File: src/rtl/aes_srow_stream.sv
// Column-serial ShiftRows / InvShiftRows for Rijndael blocks of NB = 4, 6 or 8 columns.
// Latency: first shifted column is valid the cycle after the last column of a block is accepted.
// Backpressure: ping-pong banks; in_ready drops only while both banks hold complete, undrained blocks.
module aes_srow_stream #(
    parameter int NB = 4
) (
    input  logic        clock,
    input  logic        reset,
    input  logic        in_valid,
    output logic        in_ready,
    input  logic [31:0] in_col,
    input  logic        in_inv,
    output logic        out_valid,
    input  logic        out_ready,
    output logic [31:0] out_col,
    output logic        out_last
);

    // Rijndael only defines these three block widths.
    if (!(NB == 4 || NB == 6 || NB == 8)) begin : g_bad_nb
        $error("aes_srow_stream: NB must be 4, 6 or 8");
    end

    localparam int CW = $clog2(NB);
    // Row offsets: only the 256-bit block uses the wider 1/3/4 pattern.
    localparam int C1 = 1;
    localparam int C2 = (NB == 8) ? 3 : 2;
    localparam int C3 = (NB == 8) ? 4 : 3;
    localparam logic [CW-1:0] LAST = CW'(NB - 1);

    logic [31:0]   bank [2][NB];
    logic [1:0]    full;
    logic [1:0]    full_nxt;
    logic [1:0]    mode;
    logic          wr_bank;
    logic          rd_bank;
    logic [CW-1:0] wr_cnt;
    logic [CW-1:0] rd_cnt;
    logic          in_fire;
    logic          out_fire;
    logic [31:0]   shifted;

    function automatic int row_ofs(input int r);
        case (r)
            1:       return C1;
            2:       return C2;
            3:       return C3;
            default: return 0;
        endcase
    endfunction

    // Source column for output column j of a row shifted by c; inverse rotates the other way.
    function automatic logic [CW-1:0] src_idx(input logic [CW-1:0] j, input int c, input logic inv);
        int t;
        t = inv ? (int'(j) + NB - c) : (int'(j) + c);
        if (t >= NB) t = t - NB;
        return t[CW-1:0];
    endfunction

    // Handshake qualifiers: both derive only from registered bank state.
    always_comb begin
        in_ready  = !full[wr_bank];
        out_valid = full[rd_bank];
        in_fire   = in_valid && in_ready;
        out_fire  = out_valid && out_ready;
    end

    // Store each accepted column in the filling bank.
    always_ff @(posedge clock or negedge reset) begin
        if (!reset) begin
            for (int b = 0; b < 2; b++) begin
                for (int c = 0; c < NB; c++) begin
                    bank[b][c] <= '0;
                end
            end
        end else if (in_fire) begin
            bank[wr_bank][wr_cnt] <= in_col;
        end
    end

    // Fill side: column counter, bank pointer and per-block direction captured on the first beat.
    always_ff @(posedge clock or negedge reset) begin
        if (!reset) begin
            wr_cnt  <= '0;
            wr_bank <= 1'b0;
            mode    <= '0;
        end else if (in_fire) begin
            if (wr_cnt == '0) mode[wr_bank] <= in_inv;
            if (wr_cnt == LAST) begin
                wr_cnt  <= '0;
                wr_bank <= !wr_bank;
            end else begin
                wr_cnt <= wr_cnt + CW'(1);
            end
        end
    end

    // Drain side: column counter and bank pointer advance on each accepted output beat.
    always_ff @(posedge clock or negedge reset) begin
        if (!reset) begin
            rd_cnt  <= '0;
            rd_bank <= 1'b0;
        end else if (out_fire) begin
            if (rd_cnt == LAST) begin
                rd_cnt  <= '0;
                rd_bank <= !rd_bank;
            end else begin
                rd_cnt <= rd_cnt + CW'(1);
            end
        end
    end

    // Fill completion and drain completion always target different banks, so both apply.
    always_comb begin
        full_nxt = full;
        if (in_fire && wr_cnt == LAST)   full_nxt[wr_bank] = 1'b1;
        if (out_fire && rd_cnt == LAST)  full_nxt[rd_bank] = 1'b0;
    end

    // Bank occupancy flags.
    always_ff @(posedge clock or negedge reset) begin
        if (!reset) begin
            full <= '0;
        end else begin
            full <= full_nxt;
        end
    end

    // Gather each row's byte from its rotated source column of the draining bank.
    always_comb begin
        shifted = '0;
        for (int r = 0; r < 4; r++) begin
            shifted[8*r +: 8] = bank[rd_bank][src_idx(rd_cnt, row_ofs(r), mode[rd_bank])][8*r +: 8];
        end
    end

    // Outputs are zero whenever no block is being presented.
    always_comb begin
        out_col  = out_valid ? shifted : 32'h0;
        out_last = out_valid && (rd_cnt == LAST);
    end

endmodule

File: config.mk
export PLATFORM = sky130hd
export DESIGN_NAME = aes_srow_stream
export DESIGN_NICKNAME = d
export VERILOG_FILES = /design/src/rtl/aes_srow_stream.sv
export SDC_FILE = /design/constraint.sdc
export NUM_CORES = 1
export LEC_CHECK = 0
export ABC_AREA = 0
export BUFFER_PORTS_ARGS = -buffer_cell sky130_fd_sc_hd__buf_2
export CORE_ASPECT_RATIO = 1.75
export CORE_MARGIN = 2
export CORE_UTILIZATION = 61
export DETAILED_ROUTE_END_ITERATION = 8
export PLACE_DENSITY = 0.89
export SYNTH_ARGS = -nofsm -noshare
export SYNTH_HDL_FRONTEND = slang
export SYNTH_SLANG_ARGS = --single-unit
export TNS_END_PERCENT = 30
File: constraint.sdc
create_clock -name clock -period 2.25 [get_ports clock]
set_input_delay 0.1125 -clock clock [delete_from_list [all_inputs] [get_ports clock]]
set_output_delay 0.1125 -clock clock [all_outputs]
set_load 0.005 [all_outputs]
==> summary.txt, run 1 <==
Job
  • Maxcap violations: 0

Floorplanning
  • Core Area: 19600 sq um
  • Die W: 110 um
  • Initial Util: 61.5%
  • Die span in y: 190 um
  • # rows: 68
  • Io pins: 72
  • DIE AREA: 20900 sq um

Drt
  • DR vias/cell: 6.49
  • DRC errors left: 0
  • DRT antenna net count: 0
  • WL/cell: 26.9 um
  • Routed WL: 30900 um
  • 1st-pass router iterations: 4
  • Initial detailed-routing violation count: 527
  • Via Count: 7459

Synthesis
  • Cells after Synth: 762
  • YS warnings: 0
  • Post-synth EDFFs: 0
  • Post-synth top area cell: dfrtp_1
  • Synth unique cells: 28
  • Post-Synth Simple-Gate Area: 2.62%
  • Post-synth top area share: 55.3%
  • Top cells by area in the synthesized netlist: dfrtp_1 (55%), mux2_2 (24%), mux4_2 (12%)
  • Synthesized-area fraction occupied by adder cells: 0.520%
  • Synth Flop Type: dfrtp_1
  • Post-synthesis cell area: 12000 sq um
  • Synthesized area per cell: 15.8 sq um
  • Async set-reset flop share out of synthesis: 100%
  • Mux share of post-synthesis cell area: 38.0%
  • Largest family of logic cells by synthesized area: multiplexers
  • Synth Area in XOR/XNOR: 0.270%
  • Net Count, Synth: 804
  • #FFs+latches synth: 266
  • Sequential area share after synthesis: 55.3%
  • Synth Area in Compound Gates: 0.998%

Cells and area
  • Nets: 929
  • Area Growth Syn to Fin: 21.0%
  • Fraction of layout cells with a size suffix above 1: 56.6%
  • Total of fill cells in the finished design: 1098
  • Final Core Density: 74.5%
  • Inserted Diodes: 0

Placement
  • Placed wire-length estimate: 15000 um
  • Final Wtd Congestion: 0.729
  • # port buffers: 71
  • Dpl ws: 0.314 ns

Worst setup path
  • Slowest stage cell, crit path: dfrtp_4
  • Crit-path cells: buf_12, buf_12, buf_16, mux4_2, mux2i_1, nor2_1, buf_2
  • CP bufs+invs: 4
  • Crit Path Class: flip-flop to primary output
  • Critical path endpoint category: primary output
  • Most used cell, CP: buf_12
  • CP max stage delay: 0.54 ns
  • Arr. time, crit path: 2.30 ns
  • Crit-path max FO: 6
  • Critical Path Start Type: flip-flop
  • Worst path top cell family by delay: multiplexers
  • R2R setup slack: 0.24 ns
  • Required time of the worst setup path: 2.14 ns

CTS
  • Worst skew pair latency: 0.53 ns
  • Clock-pin slew on the worst setup and hold paths: 0.07 ns
  • CTS H-Tree Depth: 1
  • CTS Buf Count: 24
  • Clk root buf: clkbuf_16
  • Bufs on Longest Clock Path: 3
  • # clock sinks: 266
  • CTS tree: built

Power
  • Power per cell area: 1650 nW/um^2
  • P_leak: 6.42 nW
  • Final Total Pwr: 0.0241 W
  • Peak supply drop: 1.52 mV

Timing
  • Setup WS post-layout: -0.166 ns
  • Setup_tns: -3.33 ns
  • Achievable frequency: 414 MHz
  • Worst-Margin Slew: 0.674 ns
  • Tmin final: 2.42 ns
  • RSZ-0062 raised after global routing: true
  • Slew headroom: 55.1%
  • Clock skew: 0.0183 ns
  • Final hold viol count: 0
  • Fin crit share: 107%
  • Max Slew Vio Count: 0
  • Final setup fails: 33

GRT
  • First-pass GRT wire length: 48400 um
  • Global-route usage over all layers: 31.2%
  • Largest net degree at the start of global routing: 83
  • Vias in the first global route: 8348
  • Grt total ovfl: 0
  • Antenna violations before repair: 0

Status
  • Status: finished, violations left
  • Failing checks: negative setup slack

Hold path
  • Hold crit path type: input pin to flip-flop
registers in the layout (all words and copies together) (netlist names):
signal	cells
mode	2
full	2
bank	256
wr_cnt	2
wr_bank	1
rd_cnt	2
rd_bank	1
cell usage in the layout, fill, tap and decap left out, types with 3 or more instances in the layout:
cell / synthesis / layout
a21oi_1: 16 / 5
a21oi_2: 0 / 11
buf_12: 0 / 18
buf_16: 0 / 11
buf_2: 34 / 70
buf_4: 6 / 8
buf_6: 3 / 4
clkbuf_16: 0 / 25
clkbuf_8: 0 / 9
clkinv_2: 0 / 5
dfrtp_1: 266 / 264
dlygate4sd3_1: 0 / 35
ha_1: 5 / 4
inv_1: 3 / 3
mux2_1: 5 / 5
mux2_2: 255 / 255
mux2i_1: 18 / 15
mux4_2: 64 / 64
nand2_1: 41 / 31
nand2_2: 0 / 10
nand3_2: 0 / 4
nor2_1: 16 / 16
nor3_4: 0 / 4
per-layer routing:
| layer | global-route usage [%] | vias up | share of wire [%] |
|---|---|---|---|
| met2 | 51.2 | 332 | 52 |
| met5 | 0 | - | 0 |
| met4 | 15.9 | 0 | 5.4 |
| li1 | - | 3058 | - |
| met3 | 4.93 | 122 | 5.7 |
| met1 | 40.1 | 3947 | 37 |
cells in the mapped netlist (2+ instances only):
master      n
a21o_1      2
a21oi_1    16
buf_2      34
buf_4       6
buf_6       3
clkbuf_1    5
dfrtp_1   266
ha_1        5
inv_1       3
mux2_1      5
mux2_2    255
mux2i_1    18
mux4_2     64
nand2_1    41
nand2b_1    2
nand3_1     5
nor2_1     16
nor3_1      2
nor3_2      4
o21ai_0     2
report_power, final:
part / switching [W] / internal (W)
Sequential: 0.00149 / 0.00713
Clock: 0.00181 / 0.00244
Combinational: 0.00487 / 0.00632
worst register-to-register path, cell delays in order (launching register included):
cell and delay (ns):
dfrtp_4 0.49, buf_6 0.18, buf_12 0.16, mux2i_4 0.26, buf_8 0.20, inv_1 0.09
nand2_1 0.13, mux2_2 0.39
what timing repair did:
item / 4_1_cts / 5_1_grt
pin swaps: 20 / 3
hold buffers: 35 / 0
endpoints found under the setup margin: 26 / 33
gates cloned: 10 / 0
buffers inserted: 10 / 0
gates resized for setup: 37 / 7
hold endpoints to repair: 340 / 0
through the flow:
step	instances	hold slack (ns)	instance area (sq um)
after floorplan	762	-0.183	12000
after global placement	1051	0.145	12900
after detailed placement	1051	0.155	12900
after CTS	1150	0.0642	14600
after global routing	1150	0.0828	14600
final	1150	0.0709	14600
final timing paths:
| check | cells after the start | from | to |
|---|---|---|---|
| worst max-delay path | 7 | rd_bank$_DFFE_PN0P_ | out_col[0] |
| worst min-delay path | 3 | in_valid | wr_cnt[0]$_DFFE_PN0P_ |
| worst max register to register | 7 | rd_bank$_DFFE_PN0P_ | rd_cnt[1]$_DFFE_PN0P_ |
| worst min register to register | 1 | bank[174]$_DFFE_PN0P_ | bank[174]$_DFFE_PN0P_ |
| max in group asynchronous | 3 | reset | bank[128]$_DFFE_PN0P_ |
| min in group asynchronous | 2 | reset | bank[228]$_DFFE_PN0P_ |
final cells by class:
cell class	instances	area (sq um)	area share, %
Clock inverter	8	70.1	0.481
Clock buffer	36	757	5.19
Multi-Input combinational cell	444	5270	36.2
Inverter	3	11.3	0.0773
Timing Repair Buffer	148	1500	10.3
Tap cell	245	307	2.10
Sequential cell	266	6660	45.7
logic make-up after synthesis:
kind of cell	after synthesis
mux	343
flops	266
simple gates	72
buf+inv	52
compound gates	22
fa+ha+maj	5
xor+xnor	2
Note: power is estimated with default switching activity, not from simulation.
==> run 2: changes to the inputs <==
Settings changed: SKIP_CTS_REPAIR_TIMING set to 1.
==> run 2 against run 1 <==
Against the previous run:
- the run still ends with negative setup slack left
- critical path depth decreased by 2
- worst hold slack improved by 0.0030 ns
- clock power decreased by 1%
- highest routed layer unchanged
==> summary.txt, run 2 (synthesis gave the netlist of run 1 again) <==
Status
  • Status: finished, violations left
  • Failing checks: negative setup slack

Timing
  • Min Hold Slack: 0.0740 ns
  • Max Slew Vio Count: 0
  • Fin crit share: 104%
  • Final setup fails: 28
  • RSZ-0062 raised after global routing: true
  • Slew headroom: 56.4%
  • Tmin final: 2.34 ns
  • Achievable frequency: 427 MHz
  • Setup_tns: -1.33 ns
  • Final hold viol count: 0
  • Worst-Margin Slew: 0.654 ns
  • Setup WS post-layout: -0.0942 ns
  • Clock skew: 0.0123 ns

Power
  • Power per cell area: 1560 nW/um^2
  • Peak supply drop: 1.45 mV
  • P_leak: 6.23 nW

Cells and area
  • Fraction of layout cells with a size suffix above 1: 54.5%
  • Design Area, Final: 14100 sq um
  • Number of flip-flops under the largest register name: 256
  • Area Growth Syn to Fin: 17.4%
  • Nets: 911
  • Register with the most flip-flops: bank
  • Commonest non-fill, non-tap cell in the layout: dfrtp_1
  • Final cell count without fillers: 1132
  • Inserted Diodes: 0
  • Commonest non-fill, non-tap cells in the layout: dfrtp_1 (264), mux2_2 (255), buf_2 (70), mux4_2 (64), nand2_1 (39)
  • Total of fill cells in the finished design: 1186

Worst setup path
  • Critical Path Start Type: flip-flop
  • Crit-path max FO: 24
  • Arr. time, crit path: 2.23 ns
  • Crit Reg-Reg Startpoint: rd_bank$_DFFE_PN0P_
  • Worst reg-to-reg path cell count: 6
  • Critical path endpoint category: primary output
  • R2R Path End: rd_cnt[1]$_DFFE_PN0P_
  • Required time of the worst setup path: 2.14 ns
  • Crit Path Class: flip-flop to primary output
  • R2R setup slack: 0.35 ns

CTS
  • Worst skew pair latency: 0.52 ns
  • CTS tree: built
  • Bufs on Longest Clock Path: 3
  • Clk root buf: clkbuf_16
  • # clock sinks: 266
  • CTS Buf Count: 24
  • Clock-pin slew on the worst setup and hold paths: 0.07 ns
  • CTS H-Tree Depth: 1

Placement
  • # port buffers: 71
  • DP Area: 12900 sq um
  • Placed wire-length estimate: 15000 um
  • Final Wtd Congestion: 0.729
  • Dpl cells: 1051
  • Dpl ws: 0.314 ns

Drt
  • DRC errors left: 0
  • DRT antenna net count: 0
  • Initial detailed-routing violation count: 386
  • DR vias/cell: 6.18
  • Routed WL: 26600 um
  • WL/cell: 23.5 um
  • Via Count: 6996
  • 1st-pass router iterations: 4

Hold path
  • Hold Path End: wr_cnt[0]$_DFFE_PN0P_
  • Hold path cells: 3
  • Hold crit path type: input pin to flip-flop
  • Hold path start: in_valid

GRT
  • Global-route usage over all layers: 26.5%
  • Grt total ovfl: 0
  • Vias in the first global route: 7729
  • Antenna violations before repair: 0
  • Largest net degree at the start of global routing: 83
  • First-pass GRT wire length: 42000 um

Floorplanning
  • Io pins: 72
  • Core Area: 19600 sq um
  • DIE AREA: 20900 sq um
  • Die span in y: 190 um
  • Initial Util: 61.5%
  • # rows: 68
  • Die W: 110 um

Job
  • Maxcap violations: 0
## run 2: cell types whose count changed in the layout (fill, tap and decap cells not counted), moves of 2 or more
cell,delta
nand2_2,-8
mux2i_2,-2
buf_6,-3
buf_16,-10
nand2_1,+8
buf_4,-2
buf_12,-3
mux2i_1,+2
## run 2: worst max-delay path: stages (launching register included)
cell	delay, ns
dfrtp_4	0.52
buf_16	0.23
mux4_2	0.54
mux2i_1	0.17
nor2_1	0.10
buf_2	0.14
## run 2: layout make-up
class	count	area [sq um]	share of cell area [%]
sequential	266	6660	47.1
multi-input combinational	444	5200	36.8
timing repair buffer	130	1120	7.96
clock buffer	36	757	5.35
tap	245	307	2.17
clock inverter	8	70.1	0.496
inverter	3	11.3	0.0797
## run 2: worst max-delay path by stage
stage / start / endpoint / slack (ns) / cells past startpoint
finish: rd_bank$_DFFE_PN0P_ / out_col[1] / -0.09 / 5
global route: rd_bank$_DFFE_PN0P_ / out_col[31] / -0.16 / 6
CTS: rd_bank$_DFFE_PN0P_ / out_col[1] / -0.24 / 5
detailed placement: rd_bank$_DFFE_PN0P_ / out_col[19] / 0.31 / 5
global placement: rd_bank$_DFFE_PN0P_ / out_col[19] / 0.34 / 5
floorplan: wr_cnt[0]$_DFFE_PN0P_ / bank[226]$_DFFE_PN0P_ / 0.59 / 6
## run 2: report_power, final
group | switching, W | leakage, nW | internal (W)
clock | 0.00176 | 0.409 | 0.00244
sequential | 0.00135 | 3.26 | 0.00712
combinational | 0.00405 | 2.57 | 0.00531
## run 2: per-layer routing
metal	vias up	part of all wire, %	track usage, %
met2	197	54	45.5
met5	-	0	0
met4	0	2.8	9.81
li1	3021	-	-
met3	54	4.5	4.25
met1	3724	39	33.9
## run 2: per-stage QoR
step	power [W]	util (%)
after floorplan	0.0145	-
after global placement	0.0169	65.8
after detailed placement	0.0174	65.8
after CTS	0.0218	70.0
after global routing	0.0232	72.2
final	0.0220	72.2
==> run 3: changes to the inputs <==
--- a/config.mk
+++ b/config.mk
@@ -11,5 +11,5 @@
 export CORE_MARGIN = 2
-export CORE_UTILIZATION = 61
+export CORE_UTILIZATION = 60
 export DETAILED_ROUTE_END_ITERATION = 8
-export PLACE_DENSITY = 0.89
+export PLACE_DENSITY = 0.79
 export SKIP_CTS_REPAIR_TIMING = 1
==> constraint.sdc (replaced) <==
create_clock -name clock -period 2.25 [get_ports clock]
set_input_delay 0.3375 -clock clock [delete_from_list [all_inputs] [get_ports clock]]
set_output_delay 0.3375 -clock clock [all_outputs]
set_load 0.005 [all_outputs]
==> run 3 against run 2 <==
Against the previous run:
- the run still ends with negative setup slack left
- die area increased by 1.6%
- sequential cell count did not move
- non-clock buffer count is 8 lower
- critical path depth rose by 3
- core utilization down 1.2 points
- clock-buffer cell count decreased by 1
- sequential share of layout area increased by 0.41 points
- cell count decreased by 0.62%
==> summary.txt, run 3 (synthesis gave the netlist of run 1 again) <==
Status
  • Status: finished, violations left
  • Failing checks: negative setup slack

Drt
  • DRC errors left: 0
  • WL/cell: 24.3 um
  • 1st-pass router iterations: 5
  • DRT antenna net count: 0
  • Initial detailed-routing violation count: 369
  • Via Count: 6999
  • Routed WL: 27300 um
  • DR vias/cell: 6.22

CTS
  • CTS Buf Count: 24
  • # clock sinks: 266
  • Clk root buf: clkbuf_16
  • CTS H-Tree Depth: 1
  • Worst skew pair latency: 0.52 ns
  • Bufs on Longest Clock Path: 3
  • Clock-pin slew on the worst setup and hold paths: 0.07 ns
  • CTS tree: built

Hold path
  • Hold crit path type: input pin to flip-flop

Worst setup path
  • Worst setup path end: out_col[30]
  • R2R Path End: bank[131]$_DFFE_PN0P_
  • Required time of the worst setup path: 1.91 ns
  • R2R setup slack: 0.42 ns
  • Slowest stage cell, crit path: dfrtp_4
  • Crit Path Class: flip-flop to primary output
  • Arr. time, crit path: 2.30 ns
  • Critical path endpoint category: primary output
  • Critical path depth: 8
  • Worst reg-to-reg path cell count: 5
  • Critical Path Start Type: flip-flop
  • Crit-path max FO: 7
  • Worst path top cell family by delay: buffers and inverters
  • CP bufs+invs: 4
  • Most used cell, CP: buf_12
  • Worst setup path startpoint: rd_bank$_DFFE_PN0P_
  • Crit Reg-Reg Startpoint: wr_cnt[0]$_DFFE_PN0P_
  • CP max stage delay: 0.48 ns
  • Crit-path cells: buf_12, mux2i_4, xor2_4, buf_6, buf_12, nand2_1, a21oi_2, buf_2

Cells and area
  • Area Growth Syn to Fin: 16.4%
  • Number of flip-flops under the largest register name: 256
  • Nets: 903
  • Total of fill cells in the finished design: 1287
  • Commonest non-fill, non-tap cell in the layout: dfrtp_1
  • Register with the most flip-flops: bank
  • Commonest non-fill, non-tap cells in the layout: dfrtp_1 (264), mux2_2 (255), buf_2 (71), mux4_2 (64), nand2_1 (31)
  • Fraction of layout cells with a size suffix above 1: 59.2%
  • Final Core Density: 71.0%

Timing
  • Achievable frequency: 379 MHz
  • RSZ-0062 raised after global routing: true
  • Setup WS post-layout: -0.386 ns
  • Tmin final: 2.64 ns
  • Max Slew Vio Count: 0
  • Final setup fails: 33
  • Worst-Margin Slew: 0.734 ns
  • Final hold viol count: 0
  • Slew headroom: 51.0%
  • Fin crit share: 117%
  • Clock skew: 0.0123 ns
  • Setup_tns: -8.29 ns

GRT
  • Vias in the first global route: 7970
  • Largest net degree at the start of global routing: 97
  • Antenna violations before repair: 1
  • First-pass GRT wire length: 43000 um
  • Global-route usage over all layers: 26.0%
  • Grt total ovfl: 0

Power
  • P_leak: 6.21 nW
  • Peak supply drop: 1.05 mV
  • Power per cell area: 1630 nW/um^2

Placement
  • # port buffers: 71
  • Final Wtd Congestion: 0.773
  • Placed wire-length estimate: 16800 um

Job
  • Maxcap violations: 0

Floorplanning
  • DIE AREA: 21300 sq um
  • Initial Util: 61.0%
  • Die span in y: 191 um
  • Die W: 111 um
  • Io pins: 72
  • Core Area: 19700 sq um
  • # rows: 68
[run 3: cell count changes in the layout (fill, tap and decap cells not counted), sizes merged]
cell	previous run	this run
dlygate4sd3	35	1
diode	0	1
clkinv	5	7
bufinv	1	0
clkbuf	37	38
clkinvlp	2	1
buf	94	118
inv	3	4
[run 3: cell type report]
cell class,instances,area [sq um],area share (%)
Antenna cell,1,2.50,0.0179
Clock buffer,35,723,5.16
Inverter,3,11.3,0.0803
Clock inverter,9,51.3,0.366
Timing Repair Buffer,122,982,7.01
Multi-Input combinational cell,444,5280,37.6
Tap cell,245,307,2.19
Sequential cell,266,6660,47.5
[run 3: report_power, final]
part	total (W)	internal (W)	switching [W]	leakage, nW
combinational	0.0104	0.00592	0.00452	2.56
clock	0.00398	0.00224	0.00174	0.388
sequential	0.00841	0.00712	0.00129	3.26
total	0.0228	0.0153	0.00754	6.21
[run 3: per-layer routing]
metal,up-vias,track usage [%],wire length (um)
li1,3004,-,-
met1,3783,32.6,10600
met2,164,47.8,15000
met3,48,3.17,1010
met4,0,7.60,700
met5,-,0,0
[run 3: how the worst min path moves through the flow]
| stage | start | end | slack, ns | cells after the start |
|---|---|---|---|---|
| after floorplan | reset | bank[0]$_DFFE_PN0P_ | 0.04 | 0 |
| after global placement | reset | bank[246]$_DFFE_PN0P_ | 0.41 | 1 |
| after detailed placement | reset | bank[246]$_DFFE_PN0P_ | 0.43 | 1 |
| after CTS | reset | bank[86]$_DFFE_PN0P_ | -0.12 | 1 |
| after global routing | in_inv | mode[0]$_DFFE_PN0P_ | 0.11 | 2 |
| final | in_inv | mode[0]$_DFFE_PN0P_ | 0.13 | 2 |
[run 3: through the flow]
stage	power, W	area (sq um)	instances	worst slack (ns)	hold slack [ns]
final	0.0228	14000	1125	-0.386	0.135
after global routing	0.0240	14000	1125	-0.467	0.114
after CTS	0.0218	13700	1110	-0.393	-0.117
after detailed placement	0.0178	12900	1066	0.218	0.430
after global placement	0.0171	12900	1066	0.247	0.409
after floorplan	0.0145	12000	762	0.434	0.0419
[run 3: worst register-to-register path: cells and delay by family (launching register included)]
| kind | cells | cell delay (ns) |
|---|---|---|
| buffers and inverters | 1 | 0.31 |
| adders and majority gates | 1 | 0.25 |
| muxes | 1 | 0.39 |
| and+or+nand+nor | 2 | 0.35 |
| DFF | 1 | 0.41 |
